**src/rtl/instr_mem_pkg.sv**
```systemverilog
// Shared types for the instruction memory: fetch address/word layout, NOP word,
// default geometry and the loader state encoding.
package instr_mem_pkg;

  localparam int BANKS_DEF = 2;
  localparam int WORDS_DEF = 16;

  // Opcode NOP0 with a zero immediate; also the power-up and in-load read value.
  localparam logic [7:0] NOP_WORD = 8'h80;

  typedef struct packed {
    logic       mode;
    logic [3:0] addr;
  } virt_addr_t;

  typedef struct packed {
    virt_addr_t virt_addr;
  } addr_t;

  typedef struct packed {
    logic [3:0] opcode;
    logic [3:0] imm;
  } data_t;

  typedef enum logic {
    IDLE = 1'b0,
    LOAD = 1'b1
  } load_state_e;

endpackage

```
**src/rtl/instr_mem_if.sv**
```systemverilog
// CPU fetch port plus program-load handshake of the instruction memory.
// master = CPU/loader side, slave = instr_mem.
interface instr_mem_if;
  import instr_mem_pkg::*;

  addr_t       addr;
  data_t       data;
  logic        load_start;
  logic        load_abort;
  logic [7:0]  load_data;
  logic        load_valid;
  logic        load_ready;
  logic        load_done;
  logic        cpu_hold;
  logic [7:0]  checksum;

  modport master (
    output addr, load_start, load_abort, load_data, load_valid,
    input  data, load_ready, load_done, cpu_hold, checksum
  );

  modport slave (
    input  addr, load_start, load_abort, load_data, load_valid,
    output data, load_ready, load_done, cpu_hold, checksum
  );

endinterface

```
**src/rtl/instr_mem_loader.sv**
```systemverilog
// Program-load controller: IDLE/LOAD FSM, write pointer and optional checksum.
// Define INSTR_MEM_CHECKSUM_EN to build the running mod-256 checksum.
module instr_mem_loader
  import instr_mem_pkg::*;
#(
  parameter  int DEPTH = BANKS_DEF * WORDS_DEF,
  localparam int AW    = $clog2(DEPTH)
) (
  input  logic          clock,
  input  logic          reset,
  input  logic          load_start,
  input  logic          load_abort,
  input  logic          load_valid,
  input  logic [7:0]    load_data,
  output logic          load_ready,
  output logic          cpu_hold,
  output logic          load_done,
  output logic [7:0]    checksum,
  output logic          wr_en,
  output logic [AW-1:0] wr_ptr,
  output logic [7:0]    wr_data
);

  localparam logic [AW-1:0] LAST = AW'(DEPTH - 1);

  load_state_e   state_q, state_d;
  logic [AW-1:0] ptr_q;
  logic          last_byte;
  logic          start_load;

  assign last_byte  = (ptr_q == LAST);
  assign start_load = (state_q == IDLE) && load_start;
  assign load_ready = (state_q == LOAD);
  assign cpu_hold   = (state_q == LOAD);
  assign wr_ptr     = ptr_q;
  assign wr_data    = load_data;

  // NOTE: every output of this block gets a default first, so no path leaves
  // a variable unassigned and no latch is inferred.
  always_comb begin
    state_d = state_q;
    wr_en   = 1'b0;
    case (state_q)
      IDLE: if (load_start) state_d = LOAD;
      LOAD: begin
        // Abort takes priority and suppresses the write offered in that cycle.
        if (load_abort) begin
          state_d = IDLE;
        end else if (load_valid) begin
          wr_en = 1'b1;
          if (last_byte) state_d = IDLE;
        end
      end
      default: state_d = IDLE;
    endcase
  end

  // NOTE: registered state uses non-blocking assignments so every flop samples
  // the pre-edge values regardless of statement order.
  always_ff @(posedge clock or negedge reset) begin
    if (!reset) begin
      state_q   <= IDLE;
      ptr_q     <= '0;
      load_done <= 1'b0;
    end else begin
      state_q   <= state_d;
      load_done <= wr_en && last_byte;
      if (start_load)  ptr_q <= '0;
      else if (wr_en)  ptr_q <= last_byte ? '0 : ptr_q + AW'(1);
    end
  end

`ifdef INSTR_MEM_CHECKSUM_EN
  logic [7:0] sum_q;

  always_ff @(posedge clock or negedge reset) begin
    if (!reset)           sum_q <= '0;
    else if (start_load)  sum_q <= '0;
    else if (wr_en)       sum_q <= sum_q + load_data;
  end

  assign checksum = sum_q;
`else
  assign checksum = '0;
`endif

endmodule

```
**src/rtl/instr_mem.sv**
```systemverilog
// Instruction memory: BANKS*WORDS byte array with zero-latency fetch port and a
// byte-stream program loader. Optional checksum: INSTR_MEM_CHECKSUM_EN.
module instr_mem
  import instr_mem_pkg::*;
#(
  parameter int BANKS = BANKS_DEF,
  parameter int WORDS = WORDS_DEF
) (
  input  logic clock,
  input  logic reset,
  instr_mem_if.slave bus
);

  localparam int DEPTH = BANKS * WORDS;
  localparam int AW    = $clog2(DEPTH);

  logic          wr_en;
  logic [AW-1:0] wr_ptr;
  logic [7:0]    wr_data;
  logic          hold;
  logic [AW-1:0] rd_idx;
  logic [7:0]    mem [DEPTH];

  instr_mem_loader #(.DEPTH(DEPTH)) u_loader (
    .clock      (clock),
    .reset      (reset),
    .load_start (bus.load_start),
    .load_abort (bus.load_abort),
    .load_valid (bus.load_valid),
    .load_data  (bus.load_data),
    .load_ready (bus.load_ready),
    .cpu_hold   (hold),
    .load_done  (bus.load_done),
    .checksum   (bus.checksum),
    .wr_en      (wr_en),
    .wr_ptr     (wr_ptr),
    .wr_data    (wr_data)
  );

  assign bus.cpu_hold = hold;
  assign rd_idx       = AW'({bus.addr.virt_addr.mode, bus.addr.virt_addr.addr});

  // NOTE: the array is deliberately reset (every word to NOP) so a CPU released
  // from hold never fetches stale code; this keeps it in flops, not a RAM macro.
  always_ff @(posedge clock or negedge reset) begin
    if (!reset) begin
      for (int i = 0; i < DEPTH; i++) mem[i] <= NOP_WORD;
    end else if (wr_en) begin
      mem[wr_ptr] <= wr_data;
    end
  end

  // The CPU samples this on the same edge, so the read path stays combinational.
  always_comb begin
    bus.data = data_t'(NOP_WORD);
    if (!hold) bus.data = data_t'(mem[rd_idx]);
  end

endmodule

```
**src/flat_wrapper.sv**
```systemverilog
// flat-port wrapper written by rule: the top's interface ports become plain ports
module instr_mem_flat import instr_mem_pkg::*;
#(
  parameter int BANKS = BANKS_DEF,
  parameter int WORDS = WORDS_DEF
)
  (clock, reset, bus_addr, bus_load_start, bus_load_abort, bus_load_data, bus_load_valid, bus_data, bus_load_ready, bus_load_done, bus_cpu_hold, bus_checksum);
  instr_mem_if bus_i ();
  input  logic clock;
  input  logic reset;
  input wire logic [$bits(bus_i.addr)-1:0] bus_addr;
  input wire logic [$bits(bus_i.load_start)-1:0] bus_load_start;
  input wire logic [$bits(bus_i.load_abort)-1:0] bus_load_abort;
  input wire logic [$bits(bus_i.load_data)-1:0] bus_load_data;
  input wire logic [$bits(bus_i.load_valid)-1:0] bus_load_valid;
  output wire logic [$bits(bus_i.data)-1:0] bus_data;
  output wire logic [$bits(bus_i.load_ready)-1:0] bus_load_ready;
  output wire logic [$bits(bus_i.load_done)-1:0] bus_load_done;
  output wire logic [$bits(bus_i.cpu_hold)-1:0] bus_cpu_hold;
  output wire logic [$bits(bus_i.checksum)-1:0] bus_checksum;
  assign bus_i.addr = bus_addr;
  assign bus_i.load_start = bus_load_start;
  assign bus_i.load_abort = bus_load_abort;
  assign bus_i.load_data = bus_load_data;
  assign bus_i.load_valid = bus_load_valid;
  assign bus_data = bus_i.data;
  assign bus_load_ready = bus_i.load_ready;
  assign bus_load_done = bus_i.load_done;
  assign bus_cpu_hold = bus_i.cpu_hold;
  assign bus_checksum = bus_i.checksum;
  instr_mem #(.BANKS(BANKS), .WORDS(WORDS)) u_core (.clock(clock), .reset(reset), .bus(bus_i));
endmodule
```
**config.mk**
```make
export PLATFORM = sky130hd
export DESIGN_NAME = instr_mem_flat
export DESIGN_NICKNAME = d
export VERILOG_FILES = /design/src/rtl/instr_mem_pkg.sv /design/src/rtl/instr_mem_if.sv /design/src/rtl/instr_mem_loader.sv /design/src/rtl/instr_mem.sv /design/src/flat_wrapper.sv
export SDC_FILE = /design/constraint.sdc
export NUM_CORES = 1
export LEC_CHECK = 0
export CAP_MARGIN = 20
export CORE_UTILIZATION = 50
export CTS_CLUSTER_DIAMETER = 150
export DETAILED_ROUTE_END_ITERATION = 12
export PLACE_DENSITY = 0.67
export SLEW_MARGIN = 20
export SYNTH_ARGS = -nofsm -noshare
export SYNTH_HDL_FRONTEND = slang
export SYNTH_SLANG_ARGS = --single-unit
```
**constraint.sdc**
```tcl
create_clock -name clock -period 1.9 [get_ports clock]
set_input_delay 0.19 -clock clock [delete_from_list [all_inputs] [get_ports clock]]
set_output_delay 0.19 -clock clock [all_outputs]
set_load 0.05 [all_outputs]
```
==> Yosys cells after proc, flatten, opt, wreduce, memory -nomap -nowiden <==
Cells that the tools add are included.
{ "op_classes": {"add_sub_neg": 1, "order_cmp": 3, "eq_ne": 1, "n_mux": 18, "bitwise": 3, "reduce_logical": 4} }
{ "op_table": {"columns": ["cell", "n"], "rows": [
  ["bitwise mux 256 bit", 1],
  ["binary-select mux 8 bit (select 5 bit)", 1],
  ["demux 8 bit (select 5 bit)", 1],
  ["two-way mux 8 bit", 4],
  ["two-way mux 5 bit", 3],
  ["greater-or-equal comparator 6 bit, second input constant", 2],
  ["inverter 5 -> 6 bit", 2],
  ["two-way mux 1 bit", 7],
  ["less-than comparator 6 x 1 -> 1 bit, second input constant", 1],
  ["adder 5 x 1 -> 5 bit, second input constant", 1],
  ["equality test 5 bit, second input constant", 1],
  ["logical AND 1 bit", 3],
  ["case mux 1 bit (2 select lines)", 1],
  ["nonzero test 2 bit", 1],
  ["inverter 1 bit", 1]
]} }
{ "word_totals": {"register_bits": 263, "output_inout_bits": 19, "elab_cells": 65} }

==> Logic depth before layout (Yosys ltp) <==
Gate-level depths: netlist of run 1.
{ "depth": {"depth_word": 6, "mapped_depth": 7} }

==> Hierarchy <==
From an unflattened synthesis of run 1, not the netlist that was laid out.
{ "unflattened": {"cells_unflattened": 824, "hier_area_um2": 12473.2} }
{ "modules_own_cells": {"columns": ["module", "instances", "cells_each", "area_per_inst_um2"], "rows": [
  ["instr_mem", 1, 772, 11986.5],
  ["instr_mem_loader", 1, 52, 486.7]
]} }

==> Worst setup path after synthesis of run 1 <==
OpenSTA, ideal clock, no wires.
{ "synth_path": {"path_kind": "input port to output port", "startpoint": "in bus_addr[2]", "endpoint": "out bus_data[7]", "t_arrival_ns": 2.604, "path_slack_ns": -0.894, "cell_stages": 6, "n_path_buf": 2, "path_cell_list": "buf_4 buf_2 mux2i_1 a22oi_1 a21oi_1 o41ai_1"} }
{ "synth_between": {"elab_chain_len": 5} }
{ "synth_lines": {"columns": ["item", "line", "rtl"], "rows": [
  ["start: declaration", "flat_wrapper.sv:11", "input wire logic [$bits(bus_i.addr)-1:0] bus_addr;"],
  ["inverter 5 -> 6 bit (not written as such)", "instr_mem.sv:56", "if (!hold) bus.data = data_t'(mem[rd_idx]);"],
  ["binary-select mux 8 bit (select 5 bit)", "instr_mem.sv:56", null],
  ["two-way mux 8 bit (not written as such) (2 in a row)", "instr_mem.sv:56", null],
  ["two-way mux 8 bit", "instr_mem.sv:56", null],
  ["end: declaration", "flat_wrapper.sv:16", "output wire logic [$bits(bus_i.data)-1:0] bus_data;"]
]} }
No other way between the ends. The select of a mux whose other input is x is not followed.

==> Worst setup path in the final report of run 1 <==
{ "layout_path": {"startpoint": "reg u_core.mem[215] (netlist name)", "endpoint": "out bus_data[7]"} }
{ "layout_between": {"elab_chain_len": 4} }
{ "layout_lines": {"columns": ["item", "line", "rtl"], "rows": [
  ["start: declaration", "instr_mem.sv:22", "logic [7:0] mem [DEPTH];"],
  ["start signal: indexed assignment", "instr_mem.sv:49", "mem[wr_ptr] <= wr_data;"],
  ["binary-select mux 8 bit (select 5 bit)", "instr_mem.sv:56", null],
  ["two-way mux 8 bit (not written as such) (2 in a row)", "instr_mem.sv:56", null],
  ["two-way mux 8 bit", "instr_mem.sv:56", null]
]} }
No other way between the ends. The select of a mux whose other input is x is not followed.

==> impl_results.md, run 1 <==
- Status: finished, violations left
- Failing checks: setup timing
- Post-synth top area cell: dfrtp_1
- 1st-iter DRT viols: 329
- Register area share after synthesis: 0.5333
- Total power: approximately 13 mW
- Cells after synthesis: 821
- Cell area after synthesis: around 0.012 mm^2
- Die span in x: around 160 um
- Pin count of the biggest net entering global routing: 76
- Clock share of power: 0.404
- Initial core utilization: 0.5105
- RSZ-0062 raised after global routing: yes
- First-pass GRT wire length: 49.03 mm
- DR pass1 iterations: 4
- Pwr/cell area: roughly 840 mW/mm^2
- Core Region: 0.02432 mm^2
- Crit path DAT: between 2 and 2.5 ns
- Post-route ant nets: 0
- Int Pwr: approximately 9.6 mW
- Final #Nets: about 950
- Fin util: 0.6229
- Most common cell after layout, fill and taps aside: mux2_2
- Clock root buffer: clkbuf_16
- Maximum clock skew at final layout: 0.007127 ns
- WL/cell: between 20 and 25 um
- Setup crit end kind: output pin
- Initial antenna violation count: 0
- CTS clk-pin slew, worst paths: roughly 0.06 ns
- Final WL: just over 30 mm
- Grt ovf: 0
- Post-synthesis register bit count: ~260
- TritonCTS Sinks: approximately 260
- Number of global-route vias before repair: approximately 8400
- Final period util: 1.240
- P&R area growth vs syn: 22.02%
- Slew Limit Headroom: 0.5146
- Routability Congestion: around 0.86
- Cells along the critical path: mux2i_4, a22oi_2, a21boi_2, o41ai_4, buf_12
- R2r startpoint: u_core.u_loader.cpu_hold
- CP max stage delay: 0.55 ns
- Clock Tree Buf Depth: 3
- PortBufs: 28
- Top cell type's share of synthesized area: 0.4656
- Worst setup endpoint: bus_data[7]
- WHS: about 0.24 ns
- Critical path type: register to output pin
- Minimum clock period: 2.357 ns
- # IOs: 37
- Static Leak: between 7 and 8 nW
- Vias per std cell: just under 6
- Yosys cell types: 42
- Row cnt: 57
- Final setup violating endpoints: 8
- Worst-Skew Late Latency: 0.53 ns
- HPWL after DPL: 20.76 mm
- Synthesized area per cell: about 15 um^2
- CP startpoint: u_core.mem[215]
- Die area: 0.02547 mm^2
- Fin. Hold Viols: 0
- DR DRC count: 0
- Setup ws final: -0.4566 ns
- Total GRT Usage: 0.2522
- Flop pwr share: 0.475
- Final Max Slew Viols: 0
- Crit-path max FO: 2
- Worst-Margin Slew: approximately 0.73 ns
- Worst Setup Start Kind: register
- R2r endpoint: u_core.mem[129]
- Layout cells sized above 1: 0.5842
- HP Class: input port to async pin
- Cells on worst reg2reg path: 6
- CTS tree: done
- FF-to-FF setup slack: 0.12 ns
- Die Y: 159.6 um
- Most frequent cells in the layout: 249 x mux2_2, 228 x dfrtp_1, 83 x buf_4, 47 x mux4_2, 33 x buf_12
- # diodes: 0
- P_sw: just over 3 mW
- Comb power frac: 0.121
- Pre-CTS WS: -0.6541 ns
- Fmax achieved: roughly 420 MHz
- H-tree levels: 1
- Ranking of synthesized cells by area: dfrtp_1 47%, mux2_2 23%, dfstp_2 6.8%
- Via count: 7489
- Peak supply drop: ~0.00059 V
- Req. time, crit path: roughly 1.7 ns
- Max Cap Viol: 0
- Sw frac: 0.2446
- Yosys warns: 0
- CTS buffer count: 29
- Slowest cell on the critical path: dfstp_2
[cell families (layout without fill, tap and decap cells)]
logic type,after synthesis,after routing,synth area share
multiplexers,349,349,0.3608
flip-flops,263,263,0.5333
AND/OR/NAND/NOR,79,79,0.03557
buffers and inverters,69,191,0.03275
AO/OA/AOI/OAI,55,55,0.03225
adder cells (fa/ha/maj),5,5,0.005039
other,1,8,0.0003020
[flip-flops by register name (all words and copies together) (netlist names)]
| register | count |
|---|---|
| u_core.u_loader.wr_ptr | 5 |
| u_core.u_loader.load_done | 1 |
| u_core.mem | 256 |
| u_core.u_loader.cpu_hold | 1 |
[synthesized netlist by cell type (all sizes together)]
cell    count
nand2      26
mux2i      44
o31ai       2
a21oi       3
nor3        3
inv         3
nor2b       6
nor2       22
clkinv      1
o21ai      10
a22oi      15
and3b       1
dfstp      32
dfrtp     231
a21boi      2
conb        1
a221o       7
and3        1
buf        31
nand3       3
mux4       49
nand3b      4
ha          5
a31oi       7
clkbuf     34
a221oi      7
and2        8
mux2      256
nor3b       4
o41ai       2
nand2b      1
[metal layers]
metal,wire length [um],GRT usage,up-vias,part of all wire
li1,-,-,3260,-
met1,13300,0.3403,4006,0.43
met2,15310,0.4299,166,0.50
met3,1248,0.03100,57,0.041
met4,788,0.07255,0,0.026
met5,0,0,-,0
[metrics by stage]
step                instance area [um^2]  TNS, ns  std cells
finish                             15150   -3.173       1274
global route                       15150   -3.538       1274
CTS                                15090   -3.308       1276
detailed placement                 14020   -30.52       1223
global placement                   14020   -19.71       1223
floorplan                          12530  -0.2946        828
[cell type report]
class	count	area (um^2)
sequential	263	6625
inverter	4	15.01
fill	1828	9170
multi-input combinational	496	5729
clock inverter	5	25.02
clock buffer	46	839.6
timing repair buffer	136	1510
tap	324	405.4
[worst min path at each step]
stage                               from                        end  slack [ns]  cells past startpoint
after floorplan                    reset              u_core.mem[0]       -0.11                      0
after global placement             reset  u_core.u_loader.load_done        0.20                      1
after detailed placement           reset  u_core.u_loader.wr_ptr[2]        0.23                      1
after CTS                 bus_load_start   u_core.u_loader.cpu_hold        0.25                      3
after global routing               reset  u_core.u_loader.wr_ptr[3]        0.29                      2
final                              reset  u_core.u_loader.wr_ptr[3]        0.24                      2
[power by group through the flow]
stage                     logic, mW  clock network [mW]  registers [mW]
after CTS                      1.53                5.24            6.03
after detailed placement       1.42                   0            6.12
after global placement         1.37                   0            6.11
after global routing           1.65                5.49            6.07
after floorplan               0.844                   0            6.08
final                          1.54                5.13            6.04
[what timing repair did]
action / CTS / global route
setup buffers: 4 / 0
gates resized for setup: 55 / 16
endpoints found under the hold margin: 54 / 0
pin swaps: 14 / 11
cloned: 1 / 0
setup endpoints to repair: 8 / 32
hold buffers: 1 / 0
[worst max-delay path: cells and delay by family (launching register included)]
kind,cells,cell delay (ns)
multiplexers,1,0.08
AO/OA/AOI/OAI,3,0.81
flip-flops,1,0.55
buffers and inverters,1,0.19
No activity file was read; power rests on OpenSTA's default activity.
==> inputs of run 2 (changes only) <==
--- a/config.mk
+++ b/config.mk
@@ -7,6 +7,7 @@
 export LEC_CHECK = 0
 export CAP_MARGIN = 20
 export CORE_UTILIZATION = 50
+export CTS_BUF_LIST = sky130_fd_sc_hd__clkbuf_16
 export CTS_CLUSTER_DIAMETER = 150
 export DETAILED_ROUTE_END_ITERATION = 12
 export PLACE_DENSITY = 0.67
@@ -14,3 +15,4 @@
 export SYNTH_ARGS = -nofsm -noshare
 export SYNTH_HDL_FRONTEND = slang
 export SYNTH_SLANG_ARGS = --single-unit
+export TNS_END_PERCENT = 5
==> run 2 against run 1 <==
Compared with the run above: the flow still finishes with violations (setup timing); register-to-register slack worse by 0.06 ns; critical path depth did not move; clock power is 2% lower; clock-buffer cell count fell by 17; global-route usage is 0.055 points higher; flip-flop and latch count unchanged; power down 1.4%; via count increased by 1.0%; sequential share of layout area up 0.70 points; sequential power about the same; combinational power is 5% lower; critical endpoint is now bus_data[6]; largest power group unchanged; highest routed layer unchanged.
==> impl_results.md, run 2 (synthesis gave the netlist of run 1 again) <==
- Final period util: 1.226
- Minimum clock period: around 2.3 ns
- Clock Tree Buf Depth: 3
- Final Cell Area: 0.01490 mm^2
- Clock root buffer: clkbuf_16
- Final #Nets: approximately 950
- Failing checks: setup timing
- Final setup violating endpoints: 8
- Die Y: about 160 um
- Max reg flops: between 200 and 300
- Status: finished, violations left
- WL/cell: 24.43 um
- Number of global-route vias before repair: about 8300
- CTS clk-pin slew, worst paths: 0.07 ns
- CTS tree: done
- Core Region: approximately 0.024 mm^2
- Fin. Hold Viols: 0
- PortBufs: 28
- Initial antenna violation count: 0
- Setup crit end kind: output pin
- Maximum clock skew at final layout: 0.01337 ns
- Via count: ~7600
- Peak supply drop: approximately 0.00072 V
- Placed inst area: around 0.014 mm^2
- Initial core utilization: 0.5105
- 1st-iter DRT viols: 503
- Setup ws final: -0.4292 ns
- Final Max Slew Viols: 0
- First-pass GRT wire length: slightly below 50 mm
- Max Cap Viol: 0
- Worst-Margin Slew: 0.6250 ns
- Total negative slack: -3.186 ns
- Static Leak: 7.036 nW
- Most common cell after layout, fill and taps aside: mux2_2
- # IOs: 37
- Total power: between 10 and 15 mW
- H-tree levels: 1
- P&R area growth vs syn: 20.03%
- Pin count of the biggest net entering global routing: 70
- CTS buffer count: 29
- Crit-path max FO: 2
- Routability Congestion: between 0.8 and 0.9
- Fmax achieved: 429.3 MHz
- Final WL: between 30 and 40 mm
- Critical path type: register to output pin
- Grt ovf: 0
- Most frequent cells in the layout: 249 x mux2_2, 231 x dfrtp_1, 83 x buf_4, 46 x mux4_2, 37 x mux2i_1
- HP Class: input port to async pin
- Worst-Skew Late Latency: roughly 0.54 ns
- Req. time, crit path: roughly 1.7 ns
- Pwr/cell area: approximately 840 mW/mm^2
- Total GRT Usage: 0.2527
- Most flops, register: u_core.mem
- Die area: ~0.025 mm^2
- DR DRC count: 0
- # diodes: 0
- DR pass1 iterations: 5
- Worst Setup Start Kind: register
- Pre-CTS WS: -0.5502 ns
- TritonCTS Sinks: ~260
- Die span in x: roughly 160 um
- Slew Limit Headroom: 0.5818
- HPWL after DPL: approximately 21 mm
- Fill cell count: between 1500 and 2000
- Row cnt: between 50 and 60
- RSZ-0062 raised after global routing: yes
- Post-route ant nets: 0
- Layout cells sized above 1: 0.5576
- Crit path DAT: ~2.1 ns
- Vias per std cell: slightly below 6
[run 2: stage by stage]
step,utilization,cells,hold slack [ns]
global route,0.6128,1271,0.2041
floorplan,-,828,-0.1056
detailed placement,0.5712,1214,0.1500
CTS,0.6120,1270,0.1805
finish,0.6128,1271,0.1740
global placement,0.5712,1214,0.1446
[run 2: layout make-up]
| class | count | area (um^2) | area share |
|---|---|---|---|
| sequential | 263 | 6621 | 0.4443 |
| timing repair buffer | 131 | 1408 | 0.09445 |
| clock inverter | 24 | 126.4 | 0.008480 |
| multi-input combinational | 496 | 5602 | 0.3759 |
| clock buffer | 29 | 725.7 | 0.04869 |
| inverter | 4 | 15.01 | 0.001007 |
| tap | 324 | 405.4 | 0.02720 |
[run 2: what timing repair did]
| item | in CTS | in global routing |
|---|---|---|
| buffers inserted | 3 | 1 |
| hold endpoints to repair | 83 | 0 |
| setup endpoints to repair | 8 | 27 |
| pin swaps | 18 | 2 |
| resized for setup | 40 | 3 |
| cloned | 1 | 0 |
| hold buffers | 1 | 0 |
[run 2: where the power goes]
part	switching (mW)	leakage [nW]	internal, mW
registers	0.149	3.53	5.89
clock network	2.17	0.465	2.87
logic	0.785	3.04	0.671
total	3.11	7.04	9.44
[run 2: routing by layer]
metal,share of wire,track usage
met4,0.035,0.08610
met3,0.040,0.04090
met1,0.43,0.3328
met5,0,0
met2,0.50,0.4264
[run 2: critical path: stages (launching register included)]
cell and delay (ns):
dfrtp_1 0.38, mux4_2 0.53, mux2i_1 0.20, a221o_1 0.23
a31oi_4 0.07, buf_12 0.18
[run 2: path summary, 6_finish.rpt]
| kind | startpoint | end | slack (ns) | cells past startpoint |
|---|---|---|---|---|
| setup / recovery | u_core.mem[134] | bus_data[6] | -0.43 | 5 |
| max in group asynchronous | reset | u_core.mem[7] | 0.95 | 3 |
| hold / removal | reset | u_core.u_loader.wr_ptr[1] | 0.17 | 2 |
| setup reg to reg | u_core.u_loader.wr_ptr[2] | u_core.mem[25] | 0.06 | 4 |
| hold reg to reg | u_core.mem[235] | u_core.mem[235] | 0.49 | 1 |
| min in group clock | bus_load_start | u_core.u_loader.cpu_hold | 0.32 | 3 |
